==> src/rtl/stack_ctrl.sv <==
// stack_ctrl: register-array LIFO with combinational top-of-stack decode and overflow/underflow flags.
// Optional macro STACK_ERR_STICKY_EN: error flags latch until reset instead of pulsing for one cycle.
module stack_ctrl #(
    parameter int DATA_W = 8,
    parameter int DEPTH  = 8,
    localparam int CW    = $clog2(DEPTH + 1),
    localparam int AW    = $clog2(DEPTH)
) (
    input  logic              clk,
    input  logic              reset,
    input  logic              push,
    input  logic              pop,
    input  logic [DATA_W-1:0] din,
    output logic [DATA_W-1:0] tos,
    output logic              tos_zero,
    output logic              empty,
    output logic              full,
    output logic [CW-1:0]     count,
    output logic              overflow,
    output logic              underflow
);

    logic [DATA_W-1:0] mem_q [DEPTH];
    logic [DATA_W-1:0] mem_d [DEPTH];
    logic [CW-1:0]     sp_q, sp_d;
    logic              overflow_q, overflow_d;
    logic              underflow_q, underflow_d;
    logic [AW-1:0]     top_idx;
    logic              ovf_evt, udf_evt;

    // Status decode straight from the pointer and array.
    always_comb begin
        empty    = (sp_q == '0);
        full     = (sp_q == CW'(DEPTH));
        count    = sp_q;
        top_idx  = AW'(sp_q - CW'(1));
        tos      = empty ? '0 : mem_q[top_idx];
        tos_zero = !empty && (tos == '0);
    end

    always_comb begin
        mem_d   = mem_q;
        sp_d    = sp_q;
        ovf_evt = 1'b0;
        udf_evt = 1'b0;
        case ({push, pop})
            2'b10: begin
                if (full) begin
                    ovf_evt = 1'b1;
                end else begin
                    mem_d[AW'(sp_q)] = din;
                    sp_d             = sp_q + CW'(1);
                end
            end
            2'b01: begin
                if (empty) udf_evt = 1'b1;
                else       sp_d    = sp_q - CW'(1);
            end
            2'b11: begin
                // Simultaneous push/pop replaces the top; on an empty stack only the push lands.
                if (empty) begin
                    mem_d[0] = din;
                    sp_d     = CW'(1);
                    udf_evt  = 1'b1;
                end else begin
                    mem_d[top_idx] = din;
                end
            end
            default: ;
        endcase
    end

    always_comb begin
`ifdef STACK_ERR_STICKY_EN
        overflow_d  = overflow_q | ovf_evt;
        underflow_d = underflow_q | udf_evt;
`else
        overflow_d  = ovf_evt;
        underflow_d = udf_evt;
`endif
    end

    assign overflow  = overflow_q;
    assign underflow = underflow_q;

    always_ff @(posedge clk) begin
        if (reset) begin
            sp_q        <= '0;
            overflow_q  <= 1'b0;
            underflow_q <= 1'b0;
        end else begin
            sp_q        <= sp_d;
            overflow_q  <= overflow_d;
            underflow_q <= underflow_d;
        end
    end

    // Array is not cleared; reset only blocks the write.
    always_ff @(posedge clk) begin
        if (!reset) mem_q <= mem_d;
    end

endmodule
==> config.mk <==
export PLATFORM = sky130hd
export DESIGN_NAME = stack_ctrl
export DESIGN_NICKNAME = d
export VERILOG_FILES = /design/src/rtl/stack_ctrl.sv
export SDC_FILE = /design/constraint.sdc
export NUM_CORES = 1
export LEC_CHECK = 0
export CELL_PAD_IN_SITES_DETAIL_PLACEMENT = 0
export CELL_PAD_IN_SITES_GLOBAL_PLACEMENT = 1
export CORE_AREA = 3 3 99 101
export CTS_BUF_LIST = sky130_fd_sc_hd__clkbuf_2 sky130_fd_sc_hd__clkbuf_4 sky130_fd_sc_hd__clkbuf_8
export CTS_CLUSTER_SIZE = 40
export DETAILED_ROUTE_END_ITERATION = 6
export DIE_AREA = 0 0 102 104
export GPL_TIMING_DRIVEN = 0
export PLACE_DENSITY = 0.76
export SYNTH_ARGS = -nofsm -noshare
export SYNTH_HDL_FRONTEND = slang
export SYNTH_SLANG_ARGS = --single-unit
==> constraint.sdc <==
create_clock -name clk -period 5.5 [get_ports clk]
set_input_delay 0.55 -clock clk [delete_from_list [all_inputs] [get_ports clk]]
set_output_delay 0.55 -clock clk [all_outputs]
set_load 0.01 [all_outputs]
==> flow_summary.json <==
{
  "status": "completed",
  "antenna_found_initial": 0,
  "numCtsBuffers": 9,
  "clk_latency_ns": 0.34,
  "min_period_over_period": 0.8262,
  "setup_tns_ns": 0,
  "hp-class": "reg -> reg",
  "holdBufCountCts": 0,
  "layoutNonFillerInstCount": 439,
  "power_uw": 1512,
  "wirelength_mm": 8.501,
  "drc": 0,
  "max-clock-path-buffers": 2,
  "max_clock_freq_mhz": 220.1,
  "yosysMostFrequentCell": "edfxtp_1",
  "path_clk_slew_ns": 0.08,
  "drtPass1Iterations": 4,
  "area_delta_synth_final_pct": 16.82,
  "netlist-cell-type-count": 40,
  "dieArea_sq_mm": 0.01061,
  "rr_endpoint": "mem_q[53]",
  "die_y_um": 104,
  "yosys_warnings": 0,
  "power.leakage_uw": 0.001324,
  "ys_ff_latch": 70,
  "async_flop_share": 0,
  "place_inst": 423,
  "post_cts_resized": 0,
  "clock_skew_ns": 0.007898,
  "die_w_um": 102,
  "synth_area_leader_cell": "edfxtp_1",
  "rows": 35,
  "critPathLaunchType": "register",
  "portBuffers": 28,
  "via_count": 2413,
  "r2r_slack_ns": 1.56,
  "synthFlopType": "edfxtp_1",
  "worstHoldStart": "count[1]",
  "syn_area_sq_mm": 0.003562,
  "finalSetupViolCount": 0,
  "dp_hpwl_mm": 5.944,
  "slew_viol_final": 0,
  "required_ns": 4.95,
  "h-tree-depth": 3,
  "relSlewSlack": 0.2931,
  "worst_pin_slew_ns": 1.056,
  "grt_pass1_vias": 2522,
  "synth_common_cells": "edfxtp_1 (64), nor2b_1 (44), and2_1 (27)",
  "placed_area_sq_mm": 0.003989,
  "synth_top_area_share": 0.5395,
  "rsz0062_at_grt": "false",
  "synth_edf_count": 64,
  "nets": 337,
  "finalHoldViolations": 0,
  "cts.sinks": 70,
  "p_sw_uw": 507.5,
  "timing.max_cap.violations": 0,
  "ir_drop_uv": 162.0,
  "initial_utilization": 0.3911,
  "p_clk_frac": 0.247,
  "p_per_area_mw_per_mm2": 363.4,
  "criticalPathCategory": "reg -> out",
  "wl_per_cell_um": 19.36,
  "num_io_pins": 29,
  "n_antenna_cell": 0,
  "seqPwrFrac": 0.414,
  "intPower_uw": 1005,
  "overflow": 0,
  "syn_avg_cell_area_sq_um": 12.59,
  "track_usage": 0.1735,
  "switching_share": 0.3356,
  "synth_area_leaders": "edfxtp_1 (54%), mux4_2 (10%), nor2b_1 (7.7%)",
  "fin_area_sq_mm": 0.004161,
  "drive_above_1_share": 0.1341,
  "cp.arrival_ns": 3.99,
  "gp_congestion": 0.8167,
  "cts_tree": "done",
  "r2r_start": "count[0]",
  "pwr-share-comb": 0.340,
  "grt_pass1_wl_mm": 13.53,
  "antenna_left": 0,
  "viasPerCell": 5.497,
  "whs_ns": 0.6206,
  "core_area_sq_mm": 0.009109,
  "whs_path_depth": 2,
  "period_needed_ns": 4.544,
  "endpoint_kind": "output pin",
  "grt_start_max_net_pins": 14,
  "min_to": "count[1]",
  "drt_iter0_drc": 146,
  "syn_nets": 297,
  "ys_seq_area_frac": 0.5732,
  "cts_setup_buffers": 0,
  "synth_cells": 283,
  "r2r_cells": 10,
  "root_buffer": "clkbuf_8",
  "path_max_fanout": 10
}
flip-flops by register name (all words and copies together) (netlist names):
register / cells
underflow: 1
mem_q: 64
overflow: 1
count: 4
critical path, cell delays in order (launching register included):
cell             delay, ns
dfxtp_1               0.37
buf_6                 0.21
buf_2                 0.24
inv_1                 0.12
ha_1                  0.28
buf_2                 0.21
buf_2                 0.30
buf_2                 0.31
mux4_2                0.41
nor4_1                0.31
o21ai_0               0.14
a21oi_1               0.18
clkdlybuf4s50_1       0.56
worst max-delay path by stage:
stage	startpoint	cells after the start	to
detailed placement	count[0]	12	tos_zero
floorplan	count[0]	11	tos_zero
CTS	count[0]	12	tos_zero
global placement	count[0]	12	tos_zero
finish	count[0]	12	tos_zero
global route	count[0]	12	tos_zero
per-stage QoR:
step	setup slack, ns	util
finish	0.9557	0.4569
floorplan	2.361	-
CTS	0.9174	0.4569
detailed placement	1.316	0.4379
global placement	1.271	0.4371
global route	0.6199	0.4569
per-layer routing:
layer  up-vias  GRT usage  part of all wire
met5         -          0                 0
met4         0    0.07123             0.029
met3        19    0.04762             0.054
met2        72     0.2855              0.49
met1      1187     0.2131              0.42
li1       1135          -                 -
cell usage in the layout, fill, tap and decap left out, types with 3 or more instances in the layout:
master and n:
dfxtp_1 6, and2_1 27, mux4_2 16, mux2i_1 4, buf_2 9, nor2_1 18, inv_1 4, o22ai_1 3
a221oi_1 4, edfxtp_1 64, clkbuf_1 5, o21ai_0 11, a31oi_1 5, clkinvlp_4 3, clkbuf_8 9, nor3_1 4
a2bb2oi_1 5, nor2b_1 44, clkdlybuf4s50_1 28, nand2_1 21
cell type report:
class                   count  area (sq um)
fillers                   849          4947
flip-flops and latches     70          2042
multi-input cells         193          1426
repair buffers             29         287.8
well taps                 111         138.9
clock buffers               9         123.9
plain buffers              15         75.07
clock inverters             7         48.80
inverters                   5         18.77
logic make-up after synthesis:
| logic type | after synthesis | share of synthesized area |
|---|---|---|
| XOR/XNOR | 2 | 0.004918 |
| flip-flops | 70 | 0.5732 |
| multiplexers | 20 | 0.1124 |
| AND/OR/NAND/NOR | 128 | 0.1981 |
| AO/OA/AOI/OAI | 41 | 0.07798 |
| buffers and inverters | 20 | 0.02634 |
| adder cells (fa/ha/maj) | 2 | 0.007024 |
power by group through the flow:
| stage | logic, uW | registers, uW | clock network (uW) |
|---|---|---|---|
| 2_1_floorplan | 321 | 637 | 0 |
| 3_3_place_gp | 508 | 637 | 0 |
| 3_5_place_dp | 512 | 638 | 0 |
| 4_1_cts | 515 | 626 | 379 |
| 5_1_grt | 562 | 628 | 406 |
| 6_report | 514 | 626 | 373 |
No activity file was read; power rests on OpenSTA's default activity.
